--- config.mk ---
export PLATFORM = sky130hd
export DESIGN_NAME = pdm_capture_ctrl
export DESIGN_NICKNAME = d
export VERILOG_FILES = /design/src/rtl/pdm_capture_ctrl.sv
export SDC_FILE = /design/constraint.sdc
export NUM_CORES = 1
export LEC_CHECK = 0
export CORE_UTILIZATION = 49
export CTS_CLUSTER_SIZE = 10
export DETAILED_ROUTE_END_ITERATION = 6
export PLACE_DENSITY = 0.91
export SYNTH_ARGS = -nofsm -noshare
export SYNTH_HDL_FRONTEND = slang
export SYNTH_SLANG_ARGS = --single-unit
--- constraint.sdc ---
create_clock -name clk -period 2.1 [get_ports clk]
set_input_delay 0.315 -clock clk [delete_from_list [all_inputs] [get_ports clk]]
set_output_delay 0.315 -clock clk [all_outputs]
set_load 0.02 [all_outputs]
--- src/rtl/pdm_capture_ctrl.sv ---
// PDM microphone capture controller: generates mic_clk, strobes captured bits to a decimator,
// discards warm-up samples and hands decimated samples to a consumer through a one-entry buffer.
module pdm_capture_ctrl #(
    parameter int unsigned DIV_HALF       = 4,
    parameter int unsigned WARMUP_SAMPLES = 64,
    parameter int unsigned DATA_W         = 16
) (
    input  logic              clk,
    input  logic              reset,
    input  logic              enable,
    input  logic              pdm_data_in,
    output logic              mic_clk,
    output logic              pdm_bit,
    output logic              pdm_bit_valid,
    output logic              dec_rst,
    input  logic [DATA_W-1:0] dec_sample,
    input  logic              dec_valid,
    output logic [DATA_W-1:0] out_sample,
    output logic              out_valid,
    input  logic              out_ready,
    output logic              overrun,
    input  logic              clear_overrun,
    output logic [1:0]        state
);

    localparam logic [7:0] DivLast  = 8'(DIV_HALF - 1);
    localparam logic [9:0] WarmLast = 10'(WARMUP_SAMPLES - 1);
    localparam logic [9:0] WarmSat  = 10'(WARMUP_SAMPLES);

    typedef enum logic [1:0] {
        StIdle   = 2'b00,
        StWarmup = 2'b01,
        StRun    = 2'b10
    } state_e;

    state_e state_q, state_d;

    logic [7:0]        div_cnt_q, div_cnt_d;
    logic              mic_clk_q, mic_clk_d;
    logic              pdm_bit_q, pdm_bit_d;
    logic              pdm_valid_q, pdm_valid_d;
    logic              dec_rst_q, dec_rst_d;
    logic [9:0]        warm_cnt_q, warm_cnt_d;
    logic [DATA_W-1:0] out_sample_q, out_sample_d;
    logic              out_valid_q, out_valid_d;
    logic              overrun_q, overrun_d;
    logic              set_ovr;
    logic              take;

    // State register
    always_ff @(posedge clk or posedge reset) begin
        if (reset) begin
            state_q <= StIdle;
        end else begin
            state_q <= state_d;
        end
    end

    // Next-state logic
    always_comb begin
        state_d = state_q;
        unique case (state_q)
            StIdle: begin
                if (enable) begin
                    state_d = StWarmup;
                end
            end
            StWarmup: begin
                if (!enable) begin
                    state_d = StIdle;
                end else if (dec_valid && (warm_cnt_q == WarmLast)) begin
                    state_d = StRun;
                end
            end
            StRun: begin
                if (!enable) begin
                    state_d = StIdle;
                end
            end
            default: state_d = StIdle;
        endcase
    end

    // Next values of all registered outputs and counters
    always_comb begin
        div_cnt_d    = div_cnt_q;
        mic_clk_d    = mic_clk_q;
        pdm_bit_d    = pdm_bit_q;
        pdm_valid_d  = 1'b0;
        dec_rst_d    = (state_d == StIdle);
        warm_cnt_d   = warm_cnt_q;
        out_sample_d = out_sample_q;
        out_valid_d  = out_valid_q;
        set_ovr      = 1'b0;
        take         = 1'b0;

        if (state_d == StIdle) begin
            // Leaving or staying idle: park the mic clock and drop any pending sample
            div_cnt_d   = '0;
            mic_clk_d   = 1'b0;
            warm_cnt_d  = '0;
            out_valid_d = 1'b0;
        end else if (state_q != StIdle) begin
            if (div_cnt_q == DivLast) begin
                div_cnt_d = '0;
                mic_clk_d = ~mic_clk_q;
                if (mic_clk_q) begin
                    pdm_bit_d   = pdm_data_in;
                    pdm_valid_d = 1'b1;
                end
            end else begin
                div_cnt_d = div_cnt_q + 8'd1;
            end

            if ((state_q == StWarmup) && dec_valid && (warm_cnt_q != WarmSat)) begin
                warm_cnt_d = warm_cnt_q + 10'd1;
            end

            if (state_q == StRun) begin
                take = dec_valid && (!out_valid_q || out_ready);
                if (take) begin
                    out_sample_d = dec_sample;
                    out_valid_d  = 1'b1;
                end else if (dec_valid) begin
                    set_ovr = 1'b1;
                end else if (out_valid_q && out_ready) begin
                    out_valid_d = 1'b0;
                end
            end
        end

        // A new loss in the same cycle as a clear request keeps the flag set
        overrun_d = set_ovr | (overrun_q & ~clear_overrun);
    end

    always_ff @(posedge clk or posedge reset) begin
        if (reset) begin
            div_cnt_q    <= '0;
            mic_clk_q    <= 1'b0;
            pdm_bit_q    <= 1'b0;
            pdm_valid_q  <= 1'b0;
            dec_rst_q    <= 1'b1;
            warm_cnt_q   <= '0;
            out_sample_q <= '0;
            out_valid_q  <= 1'b0;
            overrun_q    <= 1'b0;
        end else begin
            div_cnt_q    <= div_cnt_d;
            mic_clk_q    <= mic_clk_d;
            pdm_bit_q    <= pdm_bit_d;
            pdm_valid_q  <= pdm_valid_d;
            dec_rst_q    <= dec_rst_d;
            warm_cnt_q   <= warm_cnt_d;
            out_sample_q <= out_sample_d;
            out_valid_q  <= out_valid_d;
            overrun_q    <= overrun_d;
        end
    end

    assign mic_clk       = mic_clk_q;
    assign pdm_bit       = pdm_bit_q;
    assign pdm_bit_valid = pdm_valid_q;
    assign dec_rst       = dec_rst_q;
    assign out_sample    = out_sample_q;
    assign out_valid     = out_valid_q;
    assign overrun       = overrun_q;
    assign state         = state_q;

endmodule

# Yosys cells after proc, flatten, opt, wreduce, memory -nomap -nowiden
# Cells that the tools add are included.
# totals
ff_bits,42
in_bits,23
output_inout_bits,24
word_cells,72
# op_classes
n_addsub,2
eq_ne,6
mux,29
bitwise,5
n_reduce_logical,20
# op_table
cell,count
10-bit 2-to-1 mux,3
8-bit 2-to-1 mux,3
1-bit 2-to-1 mux,18
4-bit AND reduction,3
10-bit by 1-bit adder with 10-bit output (second input constant),1
10-bit by 6-bit == test with 1-bit output (second input constant),1
10-bit by 7-bit inequality test with 1-bit output (second input constant),1
2-bit nonzero test,5
8-bit by 1-bit adder with 8-bit output (second input constant),1
8-bit by 2-bit == test with 1-bit output (second input constant),1
2-bit 2-to-1 mux,4
2-bit case mux with 3 select lines,1
1-bit logical AND,5
2-bit zero test,2
2-bit AND reduction,2
3-bit by 1-bit inequality test with 1-bit output (second input constant),1
1-bit inverter,3
3-bit nonzero test,1
2-bit by 1-bit == test with 1-bit output (second input constant),1
2-bit == test (second input constant),1
1-bit AND,1
1-bit zero test,1
1-bit logical OR,1
1-bit OR,1

# Logic depth before layout (Yosys ltp)
# logic_depth
depth_word,8
mapped_depth,6
ltp_nobuf,5

# Worst setup path after synthesis
# OpenSTA, ideal clock, no wires.
# synth_timing
path_kind,reg-to-reg
from,register state_q[1] (netlist: state[1])
to,register out_sample_q[0] (netlist: out_sample[0])
arrival_ps,1591
t_required_ps,1975
setup_slack_ps,384
stages_incl_launch_ff,7
synth_period_minus_slack_ps,1716
path_cell_list,dfrtp_1 buf_6 nor2b_4 nand3_1 a21oi_4 buf_6 mux2_2
# synth_between
elab_chain_cells,6
word_cells_on_any_way,12
classes_between,eq/ne (2); mux (5); bitwise (1); reduce/logical (4)
# synth_rtl
element,line_no,source
from (decl),36,"state_e state_q, state_d;"
from (signal assigned),53,state_q <= StIdle;
from (signal assigned),55,state_q <= state_d;
2-bit 2-to-1 mux,71,end else if (dec_valid && (warm_cnt_q == WarmLast)) begin
2-bit 2-to-1 mux,69,if (!enable) begin
2-bit case mux with 3 select lines,62,unique case (state_q)
2-bit zero test,97,if (state_d == StIdle) begin
1-bit inverter (no line),--,
4-bit AND reduction (no line) *,--,
to (signal assigned),154,out_sample_q <= out_sample_d;
to (decl),44,"logic [DATA_W-1:0] out_sample_q, out_sample_d;"
# Mark *: on every way between the ends. The rest lies on a longest branch, timed or not.
# A chain may end at the register's enable or synchronous reset.

# Worst setup path after layout
# layout_timing
from,register state_q[0] (netlist: state[0])
to,output port state[0]
# layout_rtl
element,line_no,source
to (decl),23,output logic [1:0] state
# No word-level cell between the ends.

==> flow_summary.yaml <==
route:
  drc: 0
  finalWirelength_mm: 3.78
  routedWlPerCell_um: 14.2
  dr_total_vias: 1423
  vias_per_cell: 5.33
  drt_iter0_drc: 45
  postRouteAntennaNets: 0
  firstDrtPassIters: 4
synth:
  yosysSeqAreaShare: 0.535
  yosysTopAreaCellShare: 0.522
  synth_edf_count: 0
  synth_area_per_cell_um2: 11.9
  muxShareOfSynthArea: 0.108
  async_flop_share: 1.00
  netlist_instances: 165
  synth_fa_ha_area_frac: 0.0191
  ys_warn_count: 0
  synth_top_flop_cell: "dfrtp_1"
  yosys.cell_types.count: 42
  ys_seq_elements: 42
  syn-cell-area_um2: 1970
  syn_nets: 191
  yosys.area_share.simple: 0.185
  synth_compound_area_frac: 0.0471
  synth_top_area_cell: "dfrtp_1"
  synthXorXnorAreaFrac: 0.0624
  synth.area.top_cells: "dfrtp_1, mux2_2, xor2_1"
  synth_top_family_by_area: "simple AND/OR/NAND/NOR gates"
global_routing:
  grt_overflow: 0
  antenna_found_initial: 0
  grt_pass1_vias: 1480
  track_usage: 0.202
  grt_pass1_wl_mm: 6.44
  grt_start_max_net_pins: 43
critical_path:
  crit_path_start_kind: "flip-flop"
  r2r_setup_slack_ns: 0.33
  startpoint: "state[0]"
  worst-setup-path-type: "flip-flop to output pin"
  worst-path-buf-inv: 1
  cp_top_family: "buffers and inverters"
  cp_max_fo: 10
  rr_worst_depth: 5
  end_kind: "output pin"
  reg2reg_to: "pdm_bit"
  max_stage_delay_ns: 0.69
  reg2reg_from: "div_cnt_q[0]"
  cp_cell_sequence: "clkdlybuf4s50_1"
  crit_required_ns: 1.78
  slowest_stage: "clkdlybuf4s50_1"
  critPathArrivalTime_ns: 1.54
timing:
  maxSlewViolCount: 0
  min_period_ns: 1.86
  hold_viol_final: 0
  setup_violations: 0
  tightest_slew_ns: 0.530
  fin_ws_ns: 0.242
  finalClockSkew_ns: 0.00349
  period_share: 0.885
  grt_setup_unrepaired: "false"
  finalSetupTns_ns: 0
  clock.fmax_ghz: 0.538
  relSlewSlack: 0.647
pwr:
  ir_drop_uv: 342
  cellLeakagePower_nw: 1.16
  powerDensity_nw_per_um2: 612
die:
  fp.dieH_um: 65.3
  die_x_um: 65.3
  fp-row-count: 22
  io_pins: 47
  fp.coreArea_um2: 3740
  die_area_um2: 4270
  initial_core_util: 0.525
placement:
  post-place-ws_ns: 0.0876
  gp_congestion: 0.778
  io_buffers: 46
  dp_hpwl_mm: 2.70
  dp.cells: 259
clock_tree:
  post_cts_resized: 0
  post_cts_buffers: 0
  h-tree-depth: 2
  cts_sinks: 42
  numCtsBuffers: 5
  clock-root-buffer: "clkbuf_8"
  cts_tree: "built"
  clk_latency_ns: 0.29
  cts_max_path_buffers: 2
  ctsHoldBuffers: 0
  cts.reportedPaths.clkPinSlew_ns: 0.08
cells_and_area:
  drive_gt1_frac: 0.183
  finalNetCount: 244
  fin_cells: 267
  insertedDiodeCount: 0
  syn_to_final_growth_pct: 31.1
  layout_common_cells: "clkdlybuf4s50_1, dfrtp_1, nor2_1"
  layout_commonest_cell: "clkdlybuf4s50_1"
run:
  maxCapViolCount: 0
min_path:
  hold_path.class: "input port to asynchronous set/reset pin"
outcome:
  run_status: "finished clean"
## how the worst max path moves through the flow
stage	end	slack, ns	cells past startpoint
3_3_place_gp	div_cnt_q[5]	0.19	5
2_1_floorplan	out_sample[0]	0.38	6
3_5_place_dp	div_cnt_q[6]	0.09	5
6_report	state[0]	0.24	1
4_1_cts	state[0]	0.23	1
5_1_grt	state[0]	0.17	1
## Yosys cell counts (2+ instances only)
master,number
inv_1,6
nand4_1,7
and3_1,3
nand3_1,6
a21oi_1,2
o21ai_0,3
nand3b_1,2
mux2_1,2
buf_6,4
nor3b_1,2
nor2_1,17
ha_1,3
dfrtp_1,41
nor3_1,3
xor2_1,13
mux2_2,16
nand2_1,10
## metal layers
metal  track usage  wire [um]  up-vias  part of all wire
met1         0.226       1660      693              0.44
met5             0          0        -                 0
met4         0.101         83        0             0.022
li1              -          -      674                 -
met3        0.0556        227        8             0.060
met2         0.352       1810       48              0.48
## state kept, by name, summed over array words and instances, names as in the netlist
name           cells
overrun            1
mic_clk            1
warm_cnt_q        10
dec_rst            1
out_sample        16
pdm_bit_valid      1
out_valid          1
pdm_bit            1
div_cnt_q          8
state              2
## where the power goes
part / leakage (nW) / internal, mW / switching [mW] / total [mW]
combinational: 0.536 / 0.0941 / 0.0850 / 0.179
clock: 0.0472 / 0.264 / 0.274 / 0.539
sequential: 0.576 / 0.832 / 0.0274 / 0.860
## final cells by class
type / instances / area [um^2]
sequential: 42 / 1050
clock buffer: 6 / 82.6
fill: 294 / 1170
inverter: 6 / 22.5
multi-input combinational: 111 / 828
tap: 48 / 60.1
clock inverter: 2 / 12.5
timing repair buffer: 52 / 518
## logic make-up (layout without fill, tap and decap cells)
group                    after synthesis  in the layout
AO/OA/AOI/OAI                         12             12
XOR/XNOR                              14             14
adder cells (fa/ha/maj)                3              3
buffers and inverters                 12             66
flip-flops                            42             42
multiplexers                          19             19
AND/OR/NAND/NOR                       63             63
## metrics by stage
stage / instance area [um^2] / power [mW] / hold WS (ns) / utilization
after floorplan: 1970 / 0.962 / 0.420 / -
after global placement: 2480 / 1.05 / 0.468 / 0.663
after detailed placement: 2480 / 1.05 / 0.482 / 0.663
after CTS: 2580 / 1.60 / 0.464 / 0.688
after global routing: 2580 / 1.65 / 0.504 / 0.688
final: 2580 / 1.58 / 0.451 / 0.688
## tightest hold or removal path, stage by stage
cell and delay (ns):
clkdlybuf4s50_1 0.40, inv_1 0.05, buf_4 0.43
Power figures use the tool's default switching activity.
